$ cat config.mk
export PLATFORM = sky130hd
export DESIGN_NAME = mux2_rr_arbiter_flat
export DESIGN_NICKNAME = d
export VERILOG_FILES = /design/src/rtl/mux2_rr_arbiter_if.sv /design/src/rtl/mux2_rr_arbiter.sv /design/src/flat_wrapper.sv
export SDC_FILE = /design/constraint.sdc
export NUM_CORES = 1
export LEC_CHECK = 0
export CORE_ASPECT_RATIO = 1.2
export CORE_MARGIN = 2
export CORE_UTILIZATION = 30
export CTS_CLUSTER_SIZE = 12
export DETAILED_ROUTE_END_ITERATION = 7
export PLACE_DENSITY_LB_ADDON = 0.08
export SYNTH_ARGS = -nofsm -noshare
export SYNTH_HDL_FRONTEND = slang
export SYNTH_SLANG_ARGS = --single-unit
$ cat constraint.sdc
create_clock -name clk -period 1.65 [get_ports clk]
set_input_delay 0.165 -clock clk [delete_from_list [all_inputs] [get_ports clk]]
set_output_delay 0.165 -clock clk [all_outputs]
set_load 0.1 [all_outputs]
$ cat src/rtl/mux2_rr_arbiter_if.sv
// Handshake bundle for mux2_rr_arbiter: two req/ack producers, one ready/valid consumer.
// The master side drives requests and data; the slave side is the arbiter.
interface mux2_rr_arbiter_if #(
  parameter int WIDTH = 1
) ();
  logic             req0;
  logic             req1;
  logic [WIDTH-1:0] d0;
  logic [WIDTH-1:0] d1;
  logic             out_ready;
  logic             gnt0;
  logic             gnt1;
  logic             sel;
  logic             ack0;
  logic             ack1;
  logic [WIDTH-1:0] z;
  logic             z_valid;

  modport master (
    output req0, req1, d0, d1, out_ready,
    input  gnt0, gnt1, sel, ack0, ack1, z, z_valid
  );

  modport slave (
    input  req0, req1, d0, d1, out_ready,
    output gnt0, gnt1, sel, ack0, ack1, z, z_valid
  );
endinterface

$ cat src/rtl/mux2_rr_arbiter.sv
// Round-robin, burst-limited arbiter that shares a WIDTH-bit bank of mux2 cells
// between two req/ack producers. The mux result is registered as z/z_valid.

module mux2 (
  input  logic d0,
  input  logic d1,
  input  logic s,
  output logic y
);
  assign y = s ? d1 : d0;
endmodule

module mux2_rr_arbiter #(
  parameter int WIDTH     = 1,
  parameter int MAX_BURST = 4
) (
  input  logic              clk,
  input  logic              rst_n,
  mux2_rr_arbiter_if.slave  bus
);
  localparam int STAGES = 1;
  localparam int BW     = (MAX_BURST > 1) ? $clog2(MAX_BURST) : 1;
  localparam logic [BW-1:0] BLAST = BW'(MAX_BURST - 1);

  typedef enum logic [1:0] {IDLE, GNT0, GNT1} state_t;

  state_t           state_q, state_d;
  logic             last_q;
  logic [BW-1:0]    burst_q;
  logic             sel_q;
  logic [WIDTH-1:0] z_q;
  logic [WIDTH-1:0] mux_y;
  logic [STAGES:0]  vld_pipe;
  logic             ack0, ack1, xfer, burst_end;
  logic             enter0, enter1;

  assign ack0      = (state_q == GNT0) & bus.req0 & bus.out_ready;
  assign ack1      = (state_q == GNT1) & bus.req1 & bus.out_ready;
  assign xfer      = ack0 | ack1;
  assign burst_end = (burst_q == BLAST);

  always_comb begin
    state_d = state_q;
    unique case (state_q)
      IDLE: begin
        if (bus.req0 && bus.req1) state_d = last_q ? GNT0 : GNT1;
        else if (bus.req0)        state_d = GNT0;
        else if (bus.req1)        state_d = GNT1;
      end
      GNT0: begin
        // a dropped request releases the grant even under back-pressure
        if (!bus.req0)                           state_d = bus.req1 ? GNT1 : IDLE;
        else if (ack0 && burst_end && bus.req1)  state_d = GNT1;
      end
      GNT1: begin
        if (!bus.req1)                           state_d = bus.req0 ? GNT0 : IDLE;
        else if (ack1 && burst_end && bus.req0)  state_d = GNT0;
      end
      default: state_d = IDLE;
    endcase
  end

  assign enter0 = (state_d == GNT0) && (state_q != GNT0);
  assign enter1 = (state_d == GNT1) && (state_q != GNT1);

  // sel only moves on grant entry, so the mux select is glitch-free
  always_ff @(posedge clk or negedge rst_n) begin
    if (!rst_n) begin
      state_q <= IDLE;
      last_q  <= 1'b1;
      burst_q <= '0;
      sel_q   <= 1'b0;
    end else begin
      state_q <= state_d;
      if (enter0) begin
        last_q  <= 1'b0;
        burst_q <= '0;
        sel_q   <= 1'b0;
      end else if (enter1) begin
        last_q  <= 1'b1;
        burst_q <= '0;
        sel_q   <= 1'b1;
      end else if (xfer) begin
        burst_q <= burst_end ? '0 : burst_q + BW'(1);
      end
    end
  end

  for (genvar i = 0; i < WIDTH; i++) begin : g_lane
    mux2 u_mux (
      .d0 (bus.d0[i]),
      .d1 (bus.d1[i]),
      .s  (sel_q),
      .y  (mux_y[i])
    );
  end

  assign vld_pipe[0] = xfer;

  always_ff @(posedge clk or negedge rst_n) begin
    if (!rst_n) begin
      z_q                <= '0;
      vld_pipe[STAGES:1] <= '0;
    end else begin
      if (xfer) z_q <= mux_y;
      vld_pipe[STAGES:1] <= vld_pipe[STAGES-1:0];
    end
  end

  assign bus.gnt0    = (state_q == GNT0);
  assign bus.gnt1    = (state_q == GNT1);
  assign bus.sel     = sel_q;
  assign bus.ack0    = ack0;
  assign bus.ack1    = ack1;
  assign bus.z       = z_q;
  assign bus.z_valid = vld_pipe[STAGES];
endmodule

$ cat src/flat_wrapper.sv
// flat-port wrapper written by rule: the top's interface ports become plain ports
module mux2_rr_arbiter_flat 
#(
  parameter int WIDTH     = 1,
  parameter int MAX_BURST = 4
)
  (clk, rst_n, bus_req0, bus_req1, bus_d0, bus_d1, bus_out_ready, bus_gnt0, bus_gnt1, bus_sel, bus_ack0, bus_ack1, bus_z, bus_z_valid);
  mux2_rr_arbiter_if #(.WIDTH(WIDTH)) bus_i ();
  input  logic clk;
  input  logic rst_n;
  input wire logic [$bits(bus_i.req0)-1:0] bus_req0;
  input wire logic [$bits(bus_i.req1)-1:0] bus_req1;
  input wire logic [$bits(bus_i.d0)-1:0] bus_d0;
  input wire logic [$bits(bus_i.d1)-1:0] bus_d1;
  input wire logic [$bits(bus_i.out_ready)-1:0] bus_out_ready;
  output wire logic [$bits(bus_i.gnt0)-1:0] bus_gnt0;
  output wire logic [$bits(bus_i.gnt1)-1:0] bus_gnt1;
  output wire logic [$bits(bus_i.sel)-1:0] bus_sel;
  output wire logic [$bits(bus_i.ack0)-1:0] bus_ack0;
  output wire logic [$bits(bus_i.ack1)-1:0] bus_ack1;
  output wire logic [$bits(bus_i.z)-1:0] bus_z;
  output wire logic [$bits(bus_i.z_valid)-1:0] bus_z_valid;
  assign bus_i.req0 = bus_req0;
  assign bus_i.req1 = bus_req1;
  assign bus_i.d0 = bus_d0;
  assign bus_i.d1 = bus_d1;
  assign bus_i.out_ready = bus_out_ready;
  assign bus_gnt0 = bus_i.gnt0;
  assign bus_gnt1 = bus_i.gnt1;
  assign bus_sel = bus_i.sel;
  assign bus_ack0 = bus_i.ack0;
  assign bus_ack1 = bus_i.ack1;
  assign bus_z = bus_i.z;
  assign bus_z_valid = bus_i.z_valid;
  mux2_rr_arbiter #(.WIDTH(WIDTH), .MAX_BURST(MAX_BURST)) u_core (.clk(clk), .rst_n(rst_n), .bus(bus_i));
endmodule
# Word-level counts from Yosys, hierarchy flattened
# Cells that the tools add are included.
# word_totals
register_bits	8
out_inout_bits	7
word_cells	47
# classes
addsub	1
n_eq_ne	7
mux	18
bitwise_logic	5
n_reduce_logical	10
# op_table
op	count
2-bit 2-to-1 mux	13
1-bit logical AND	7
2-bit equality test (second input constant)	3
2-bit case mux with 3 select lines	1
1-bit AND	4
2-bit by 1-bit equality test with 1-bit output (second input constant)	2
1-bit 2-to-1 mux	4
3-bit nonzero test	1
2-bit by 1-bit adder with 2-bit output (second input constant)	1
2-bit logical NOT	1
2-bit by 1-bit inequality test with 1-bit output (second input constant)	1
2-bit inequality test (second input constant)	1
2-bit nonzero test	1
1-bit bitwise OR	1

# Depth between registers and ports, before layout
# Gate-level depths: netlist of run 1.
# depth
ltp_word	12
depth_mapped	5
depth_no_buf	4

# By module
# Synthesis of run 1 repeated with hierarchy kept, for this count alone.
# unflattened
cells_unflattened	61
hier_area_um2	550.5
# modules_own_cells
module	instances	cells_each	area_each_um2	seq_area_each_um2
mux2_rr_arbiter	1	60	535.5	201.4
mux2	1	1	15.0	0.0

# Worst setup path after synthesis of run 1
# Ideal clock, no wire load.
# synth_timing
path_kind	reg-to-output
startpoint	register u_core.state_q[1]
endpoint	output port bus_gnt0
t_arrival_ns	1.876
slack_ns	-0.391
path_stages_with_launch	3
path_buffers	1
path_cell_list	dfrtp_1 buf_4 nor2b_1
# synth_between
elab_chain_len	1
# synth_rtl
item	line_no	rtl
start, declared	mux2_rr_arbiter.sv:27	state_t state_q, state_d;
start signal, assigned	mux2_rr_arbiter.sv:74	state_q <= state_d;
2-bit by 1-bit equality test with 1-bit output	mux2_rr_arbiter.sv:110	assign bus.gnt0 = (state_q == GNT0);
end, declared	flat_wrapper.sv:16	output wire logic [$bits(bus_i.gnt0)-1:0] bus_gnt0;
# Every way passes these cells.

# Worst setup path in the final report of run 1
# layout_timing
startpoint	register u_core.state_q[1]
endpoint	output port bus_ack0
# layout_between
elab_chain_len	3
# layout_rtl
item	line_no	rtl
2-bit by 1-bit equality test with 1-bit output	mux2_rr_arbiter.sv:37	assign ack0 = (state_q == GNT0) & bus.req0 & bus.out_ready;
1-bit AND (2 in series)	mux2_rr_arbiter.sv:37	
end, declared	flat_wrapper.sv:19	output wire logic [$bits(bus_i.ack0)-1:0] bus_ack0;
# Every way passes these cells.

==> run metrics, run 1 <==
status=finished, final reports clean; async set-reset flop share out of synthesis=between 90% and 100%; Worst Skew=~0.0028 ns; Max IR drop VDD=about 0.57 mV; WL final=approximately 1.2 mm; post-layout minimum cycle time=1.537 ns; GR Overflow Total=0; global placement routability congestion=approximately 0.70; clock buffer depth=2; classification of the worst setup path=flip-flop to output pin; post-CTS setup buffer count=0; Top FF cell, synth=dfrtp_1; clk slew on worst S/H paths=roughly 0.060 ns; flops & latches, synth=8; CP top delay family=flip-flops; Ant. Diodes=0; DR vias/cell=between 5 and 6; Register-to-Register Path Depth=4; worst path bufs/invs=2; final routed DRC violation total=0; Leakage Power=~0.35 nW; worst path cell trace=nand4b_2 > inv_2 > buf_12; Critical Path Fanout Max=12; die area=0.002154 sq mm; min-delay worst type=primary input to async pin; post-synthesis sequential area ratio=between 30% and 40%; chip height=between 50 and 60 um; total power=0.9764 mW; Final Slew Violations=0; CP max stage delay=a little under 0.5 ns; vias in the first global route=473; WP data arrival=around 1.4 ns; number of gates resized after cts=0; kind of end point of the critical path=output pin; PD cells=1255 mW/mm^2; clock latency on the worst-skew pair=0.25 ns; Post-Place Setup Slack=~0.13 ns; worst-case headroom to the max-slew limit=between 70% and 80%; Starting Density=32.45%; Critical Path Sink=bus_ack0; RSZ-0062 raised after global routing=no; CTS tree=built; hold_buf cts=0; Site Rows=16; DPL Wire Length=around 900 um; Num CTS Buffers=3; Hold WS=0.1941 ns; Clock Tree Root=clkbuf_4; global router's overall resource usage=between 10 and 15%; Max Cap Viol=0; Std-Cell Core Area=between 0.0015 and 0.002 sq mm; initial antenna violation count=0; Wirelength per Cell=about 13 um; Fmax=about 650 MHz; first-pass GRT wire length=between 2 and 2.5 mm; largest net degree at the start of global routing=13; reg2reg setup slack=approximately 0.25 ns; drt first pass iters=3; nets=about 80; crit share post-route=a little over 90%; Syn Nets=65; DR vias=slightly below 500; Synth Area per Inst=9.461 sq um; Syn. warnings=0; final setup margin=around 0.11 ns; Syn Inst Count=57; Final ANT Viol Nets=0; first element of the critical path=u_core.state_q[1]$_DFF_PN0_; Syn-to-layout area delta=44.32%; share of cells above drive strength 1=between 30% and 40%; Netlist cell types=32; I/O Buffers=13; io pins=14; CP Depth=3; Sinks on Clock Net=8; Startpoint Class=flip-flop; Final Hold Vio Count=0; Final setup viols=0; die extent in x=42.71 um; CP max-delay cell=dfrtp_2; Critical Path RT=between 1 and 1.5 ns; DRT iter0 DRCs=12; CTS H-tree depth=1; RR Endpoint=u_core.state_q[0]$_DFF_PN0_; setup TNS=0 ns; Post-synth EDFFs=0; mapped cell area=about 540 sq um; worst r2r src=u_core.burst_q[0]$_DFFE_PN0P_; worst slew pin tran=~0.38 ns
==> registers in the layout (all words and copies together) (netlist names) <==
register,cells
u_core.bus.sel,1
u_core.last_q,1
u_core.bus.z,1
u_core.state_q,2
u_core.bus.z_valid,1
u_core.burst_q,2
==> through the flow <==
stage	std cells	utilization [%]	cell area, sq um
4_1_cts	91	46.69	775.7
6_report	91	46.84	778.2
2_1_floorplan	57	-	544.3
3_3_place_gp	87	45.11	749.5
3_5_place_dp	87	45.11	749.5
5_1_grt	91	46.84	778.2
==> cell usage after synthesis (2+ instances only) <==
| library cell | instances | area [sq um] |
|---|---|---|
| dfrtp_1 | 7 | 175.2 |
| nand3_1 | 4 | 20.02 |
| o21ai_0 | 4 | 20.02 |
| a21oi_1 | 3 | 15.01 |
| inv_1 | 3 | 11.26 |
| a211oi_2 | 2 | 25.02 |
| a21boi_0 | 2 | 15.01 |
| nand2_1 | 2 | 7.510 |
| nand2b_1 | 2 | 12.51 |
| nand4b_2 | 2 | 30.03 |
| nor2_1 | 2 | 7.510 |
| nor2b_1 | 2 | 12.51 |
| nor3_1 | 2 | 10.01 |
| o21ai_2 | 2 | 17.52 |
==> per-layer routing <==
metal	routed length [um]	global-route usage, %	up-vias	share of wire (%)
met4	25	10.94	0	2.1
met2	561	20.45	13	47
li1	-	-	241	-
met3	47	1.079	2	3.9
met1	568	16.93	229	47
met5	0	0	-	0
==> cell usage in the layout (no fill, tap or decap), drive strengths merged, types with 3 or more instances in the layout <==
cell / instances
buf: 8
dfrtp: 7
clkdlybuf4s50: 6
o21ai: 6
nand3: 4
inv: 4
clkbuf: 4
a21oi: 3
nand2: 3
==> cell families (layout without fill, tap and decap cells) <==
| group | after synthesis | count (layout) | synth area share [%] |
|---|---|---|---|
| multiplexers | 1 | 1 | 1.856 |
| flip-flops | 8 | 8 | 37.36 |
| buffers and inverters | 7 | 23 | 6.030 |
| AO/OA/AOI/OAI | 20 | 20 | 29.00 |
| AND/OR/NAND/NOR | 20 | 20 | 23.44 |
| adder cells (fa/ha/maj) | 1 | 1 | 2.320 |
==> layout make-up <==
| class | instances | area, sq um |
|---|---|---|
| fill | 156 | 883.3 |
| clock buffer | 4 | 26.28 |
| sequential | 8 | 203.9 |
| tap | 18 | 22.52 |
| timing repair buffer | 14 | 195.2 |
| multi-input combinational | 42 | 310.3 |
| inverter | 5 | 20.02 |
==> worst min-delay path by stage <==
stage / startpoint / to / cells past startpoint
3_3_place_gp: rst_n / u_core.burst_q[1]$_DFFE_PN0P_ / 1
6_report: rst_n / u_core.burst_q[1]$_DFFE_PN0P_ / 1
3_5_place_dp: rst_n / u_core.state_q[1]$_DFF_PN0_ / 1
5_1_grt: rst_n / u_core.burst_q[1]$_DFFE_PN0P_ / 1
4_1_cts: rst_n / u_core.state_q[1]$_DFF_PN0_ / 1
2_1_floorplan: rst_n / u_core.burst_q[0]$_DFFE_PN0P_ / 0
==> report_power, final <==
group / internal (mW) / switching, mW
logic: 0.193 / 0.311
registers: 0.246 / 0.0659
clock network: 0.0926 / 0.0683
total: 0.531 / 0.445
Power figures use the tool's default switching activity.
==> run 2, diff against run 1 <==
--- a/config.mk
+++ b/config.mk
@@ -8,9 +8,12 @@
 export CORE_ASPECT_RATIO = 1.2
 export CORE_MARGIN = 2
 export CORE_UTILIZATION = 30
+export CTS_CLUSTER_DIAMETER = 40
 export CTS_CLUSTER_SIZE = 12
 export DETAILED_ROUTE_END_ITERATION = 7
+export GPL_ROUTABILITY_DRIVEN = 0
 export PLACE_DENSITY_LB_ADDON = 0.08
+export SLEW_MARGIN = 20
 export SYNTH_ARGS = -nofsm -noshare
 export SYNTH_HDL_FRONTEND = slang
 export SYNTH_SLANG_ARGS = --single-unit
==> results of run 2 <==
No change in the layout: final DEF, timing and power equal those of run 1.
